`src/rtl/multicycle_adder_if.sv`:
```
// Start/busy/done handshake and operand/result bus of the multi-cycle add/subtract unit.
// The controlling FSM uses master; the adder uses slave.
interface multicycle_adder_if #(
  parameter int WIDTH = 16
);
  logic             start;
  logic             sub;
  logic             cin;
  logic [WIDTH-1:0] a;
  logic [WIDTH-1:0] b;
  logic             busy;
  logic             done;
  logic [WIDTH-1:0] sum;
  logic             cout;
  logic             ovf;

  modport master (
    output start, sub, cin, a, b,
    input  busy, done, sum, cout, ovf
  );

  modport slave (
    input  start, sub, cin, a, b,
    output busy, done, sum, cout, ovf
  );
endinterface

```
`src/rtl/multicycle_adder.sv`:
```
// Multi-cycle add/subtract: one DIGIT-bit ripple slice with a registered carry.
// It processes the LSB digit first and finishes in WIDTH/DIGIT cycles.
module multicycle_adder #(
  parameter int WIDTH = 16,
  parameter int DIGIT = 4
) (
  input  logic              clk,
  input  logic              rst_n,
  multicycle_adder_if.slave bus
);

  localparam int K     = WIDTH / DIGIT;
  localparam int CNT_W = (K > 1) ? $clog2(K) : 1;

  localparam logic [0:0] IDLE = 1'b0;
  localparam logic [0:0] RUN  = 1'b1;

  logic [0:0]       state;
  logic [CNT_W-1:0] cnt;
  logic [WIDTH-1:0] opa;
  logic [WIDTH-1:0] opb;
  logic             carry;
  logic [WIDTH-1:0] sum_r;
  logic             cout_r;
  logic             ovf_r;
  logic             done_r;

  logic [DIGIT:0]   slice;
  logic             msb_cin;
  logic             last;
  logic [WIDTH-1:0] result;

  always_comb begin
    slice   = {1'b0, opa[DIGIT-1:0]} + {1'b0, opb[DIGIT-1:0]} + {{DIGIT{1'b0}}, carry};
    // Carry into the top bit of this digit; meaningful on the final digit only.
    msb_cin = opa[DIGIT-1] ^ opb[DIGIT-1] ^ slice[DIGIT-1];
    last    = (cnt == CNT_W'(K - 1));
  end

  // Partial sum holds the K-1 digits already produced; the live slice completes the word.
  generate
    if (K == 1) begin : g_single
      assign result = slice[DIGIT-1:0];
    end else begin : g_multi
      logic [WIDTH-DIGIT-1:0] psum;

      assign result = {slice[DIGIT-1:0], psum};

      always_ff @(posedge clk or negedge rst_n) begin
        if (!rst_n) begin
          psum <= '0;
        end else if (state == RUN) begin
          psum <= result[WIDTH-1:DIGIT];
        end
      end
    end
  endgenerate

  always_ff @(posedge clk or negedge rst_n) begin
    if (!rst_n) begin
      state  <= IDLE;
      cnt    <= '0;
      opa    <= '0;
      opb    <= '0;
      carry  <= 1'b0;
      sum_r  <= '0;
      cout_r <= 1'b0;
      ovf_r  <= 1'b0;
      done_r <= 1'b0;
    end else begin
      done_r <= 1'b0;
      case (state)
        IDLE: begin
          if (bus.start) begin
            opa   <= bus.a;
            opb   <= bus.sub ? ~bus.b : bus.b;
            carry <= bus.sub ? 1'b1 : bus.cin;
            cnt   <= '0;
            state <= RUN;
          end
        end
        RUN: begin
          opa   <= opa >> DIGIT;
          opb   <= opb >> DIGIT;
          carry <= slice[DIGIT];
          cnt   <= cnt + CNT_W'(1);
          if (last) begin
            sum_r  <= result;
            cout_r <= slice[DIGIT];
            ovf_r  <= msb_cin ^ slice[DIGIT];
            done_r <= 1'b1;
            state  <= IDLE;
          end
        end
        default: state <= IDLE;
      endcase
    end
  end

  assign bus.busy = (state == RUN);
  assign bus.done = done_r;
  assign bus.sum  = sum_r;
  assign bus.cout = cout_r;
  assign bus.ovf  = ovf_r;

endmodule
```
`src/flat_wrapper.sv`:
```
// flat-port wrapper written by rule: the top's interface ports become plain ports
module multicycle_adder_flat 
#(
  parameter int WIDTH = 16,
  parameter int DIGIT = 4
)
  (clk, rst_n, bus_start, bus_sub, bus_cin, bus_a, bus_b, bus_busy, bus_done, bus_sum, bus_cout, bus_ovf);
  multicycle_adder_if #(.WIDTH(WIDTH)) bus_i ();
  input  logic clk;
  input  logic rst_n;
  input wire logic [$bits(bus_i.start)-1:0] bus_start;
  input wire logic [$bits(bus_i.sub)-1:0] bus_sub;
  input wire logic [$bits(bus_i.cin)-1:0] bus_cin;
  input wire logic [$bits(bus_i.a)-1:0] bus_a;
  input wire logic [$bits(bus_i.b)-1:0] bus_b;
  output wire logic [$bits(bus_i.busy)-1:0] bus_busy;
  output wire logic [$bits(bus_i.done)-1:0] bus_done;
  output wire logic [$bits(bus_i.sum)-1:0] bus_sum;
  output wire logic [$bits(bus_i.cout)-1:0] bus_cout;
  output wire logic [$bits(bus_i.ovf)-1:0] bus_ovf;
  assign bus_i.start = bus_start;
  assign bus_i.sub = bus_sub;
  assign bus_i.cin = bus_cin;
  assign bus_i.a = bus_a;
  assign bus_i.b = bus_b;
  assign bus_busy = bus_i.busy;
  assign bus_done = bus_i.done;
  assign bus_sum = bus_i.sum;
  assign bus_cout = bus_i.cout;
  assign bus_ovf = bus_i.ovf;
  multicycle_adder #(.WIDTH(WIDTH), .DIGIT(DIGIT)) u_core (.clk(clk), .rst_n(rst_n), .bus(bus_i));
endmodule
```
`config.mk`:
```
export PLATFORM = sky130hd
export DESIGN_NAME = multicycle_adder_flat
export DESIGN_NICKNAME = d
export VERILOG_FILES = /design/src/rtl/multicycle_adder_if.sv /design/src/rtl/multicycle_adder.sv /design/src/flat_wrapper.sv
export SDC_FILE = /design/constraint.sdc
export NUM_CORES = 1
export LEC_CHECK = 0
export ABC_CLOCK_PERIOD_IN_PS = 3170
export BUFFER_PORTS_ARGS = -buffer_cell sky130_fd_sc_hd__buf_2
export CAP_MARGIN = 30
export CORE_MARGIN = 2
export CORE_UTILIZATION = 50
export CTS_CLUSTER_DIAMETER = 120
export DETAILED_ROUTE_END_ITERATION = 16
export GPL_TIMING_DRIVEN = 0
export PLACE_DENSITY = 0.74
export SLEW_MARGIN = 40
export SYNTH_ARGS = -nofsm -noshare
export SYNTH_HDL_FRONTEND = slang
export SYNTH_SLANG_ARGS = --single-unit
```
`constraint.sdc`:
```
create_clock -name clk -period 3.17 [get_ports clk]
set_clock_uncertainty 0.15 [all_clocks]
set_input_delay 0.317 -clock clk [delete_from_list [all_inputs] [get_ports clk]]
set_output_delay 0.317 -clock clk [all_outputs]
set_load 0.01 [all_outputs]
```
==> metrics.md <==
| Metric | Value |
|---|---|
| Nature of the critical path startpoint | `register` |
| LEAKAGE | `1.80 nW` |
| Final std cells w/o fill | `420` |
| Die width | `82.1 um` |
| Worst setup path class | `register to register` |
| Synth async-reset ratio | `1.00` |
| Sequential area share after synthesis | `0.550` |
| Global-route wire length before repair | `10200 um` |
| Htree depth | `3` |
| Most used routing layer | `met2` |
| Pwr/cell area | `875 mW/mm2` |
| Post-DRT Antenna Nets | `0` |
| RSZ-0062 raised after global routing | `false` |
| PortBufs | `54` |
| Yosys cell types | `28` |
| Post-Synthesis Cells | `273` |
| DR vias | `2162` |
| Final GP Congestion | `0.786` |
| Synth Register Bits | `67` |
| Worst-Margin Slew | `497 ps` |
| Worst setup startpoint | `u_core.opb[0]` |
| Final setup fails | `0` |
| Hold Crit Start | `bus_a[15]` |
| Antenna cells | `0` |
| Total global routing overflow | `0` |
| Core area | `0.00592 mm2` |
| Total CTS buffers | `9` |
| Total Neg Setup Slack | `0 ps` |
| Most frequent cells in the layout | `67 x dfrtp_1, 61 x buf_2, 34 x nand2_1` |
| Worst-skew pair later-pin latency | `330 ps` |
| CTS tree | `yes` |
| CP Max Fanout | `3` |
| Crit end category | `register` |
| Die Y | `82.1 um` |
| Fin. Hold Viols | `0` |
| Synthesized Nets | `316` |
| Final instance area | `0.00366 mm2` |
| Crit path top cell by count | `fa_1` |
| DRT Pass-1 Iters | `4` |
| Wire per inst | `14.0 um` |
| Post-synth EDFFs | `0` |
| Layout net count | `383` |
| CP required | `3240 ps` |
| Synth Warn # | `0` |
| Max cap viols | `0` |
| Layout cells sized above 1 | `0.284` |
| Int Pwr | `2.12 mW` |
| Half-perimeter wire length after placement | `4260 um` |
| WHS | `73.5 ps` |
| Min cycle time layout | `2170 ps` |
| Switching Fraction | `0.337` |
| Max-slew violations | `0` |
| Worst hold path class | `input port to register` |
| Residual DRC | `0` |
| Post-synthesis cell area | `0.00305 mm2` |
| Max clock buf depth | `2` |
| Most common cell after layout, fill and taps aside | `dfrtp_1` |
| P&R area growth vs syn | `20.0%` |
| Vias in the first global route | `2187` |
| Largest net degree at the start of global routing | `37` |
| P_sw | `1.08 mW` |
| Postcts setup bufs | `0` |
| Met3 Resource Use GR | `0.0473` |
| Initial antenna violation count | `0` |
| DR vias/cell | `5.15` |
| Gr usage total | `0.201` |
| I/O pins | `57` |
| # hold bufs at CTS | `1` |
| Die area | `0.00673 mm2` |
| Slew HR | `0.668` |
| Main flop type after synthesis | `dfrtp_1` |
| GR Util met1 | `0.251` |
| DP Area | `0.00343 mm2` |
| Clock power share | `0.231` |
| Clock transition at path regs | `70 ps` |
| Met2 GRT Util | `0.336` |
| Status | `finished, final reports clean` |
| Post-CTS resize count | `0` |
| Clock Root Buffer | `clkbuf_8` |
| CP max stage delay | `420 ps` |
| WP data arrival | `2240 ps` |
| VDD IR-drop max | `0.000463 V` |
| Sequential share of power | `0.434` |
| CP Cell Sequence | `inv_1, fa_1, fa_1, nand2b_1, a21oi_2, xnor2_1, o21ai_1` |
| RR Startpoint | `u_core.opb[0]` |
| 1st-iter DRT viols | `41` |
| Fin crit share | `0.684` |
| Detailed Route WL | `5880 um` |
| Initial Utilization | `0.515` |
| Max Fclk | `0.461 GHz` |
| Clock sink total | `67` |
| Row count | `28` |
| Combinational Power Share | `0.335` |
| Post-synthesis average cell area | `11.2 um2` |
| Dpl cells | `403` |
| Critical-path top delay cell | `fa_1` |
path summary, 6_finish.rpt:
| check | slack [ps] | end | depth (start not counted) |
|---|---|---|---|
| max in group asynchronous | 2050 | u_core.opa[5] | 3 |
| worst min-delay path | 70 | u_core.opa[15] | 3 |
| min in group asynchronous | 300 | u_core.bus.sum[11] | 2 |
| worst min register to register | 340 | u_core.bus.sum[9] | 2 |
| worst max register to register | 1000 | u_core.bus.ovf | 7 |
| worst max-delay path | 1000 | u_core.bus.ovf | 7 |
layer usage:
layer | wire length (um) | up-vias
met1 | 2520 | 1033
met3 | 325 | 14
met2 | 2900 | 72
li1 | - | 1043
met4 | 122 | 0
met5 | 0 | -
flip-flops by register name (all words and copies together), names as in the netlist:
signal and flops:
u_core.g_multi.psum 12, u_core.opa 16, u_core.bus.busy 1, u_core.opb 16
u_core.carry 1, u_core.bus.cout 1, u_core.cnt 2, u_core.bus.ovf 1
u_core.bus.sum 16, u_core.bus.done 1
synthesized netlist by cell type (4+ instances only):
| cell type | count | area, um2 |
|---|---|---|
| a211oi_1 | 4 | 30.0 |
| a21oi_1 | 13 | 65.1 |
| buf_2 | 8 | 40.0 |
| dfrtp_1 | 67 | 1680 |
| ha_1 | 4 | 50.1 |
| inv_1 | 8 | 30.0 |
| mux2_1 | 11 | 124 |
| mux2_2 | 9 | 101 |
| mux2i_1 | 21 | 210 |
| nand2_1 | 34 | 128 |
| nor2_1 | 23 | 86.3 |
| o21ai_0 | 6 | 30.0 |
| o21ai_1 | 27 | 135 |
| xnor2_1 | 17 | 149 |
critical path, delay by kind of cell, from the launching register on:
| family | cells | cell delay, ps |
|---|---|---|
| compound gates | 2 | 280 |
| xor+xnor | 1 | 150 |
| fa+ha+maj | 2 | 830 |
| buf+inv | 1 | 70 |
| flops | 1 | 400 |
| simple gates | 1 | 180 |
logic make-up (layout without fill, tap and decap cells):
family | count (synthesis) | in the layout | synth area share
flops | 67 | 67 | 0.550
fa+ha+maj | 6 | 6 | 0.0296
xor+xnor | 19 | 19 | 0.0546
mux | 41 | 41 | 0.143
buf+inv | 27 | 99 | 0.0526
compound gates | 52 | 52 | 0.0912
simple gates | 61 | 61 | 0.0789
per-stage QoR:
stage,total power [mW],setup slack [ps],utilization
after floorplan,2.13,1190,-
after global routing,3.46,851,0.617
final,3.20,1000,0.617
after CTS,3.24,1010,0.617
after detailed placement,2.49,1010,0.580
after global placement,2.43,1040,0.576
area by class of cell:
cell class / instances / area [um2]
buffer: 17 / 120
clock buffer: 12 / 165
clock inverter: 4 / 47.5
fill: 503 / 2260
inverter: 10 / 40.0
multi-input combinational: 179 / 1210
sequential: 67 / 1680
tap: 75 / 93.8
timing repair buffer: 56 / 303
power groups by stage:
stage                     registers (mW)  clock network (mW)  logic (mW)
after floorplan                     1.41                   0       0.719
after global routing                1.44               0.797        1.22
final                               1.39               0.740        1.07
after detailed placement            1.41                   0        1.09
after CTS                           1.39               0.752        1.09
after global placement              1.39                   0        1.04
(Power assumes the default switching activity.)
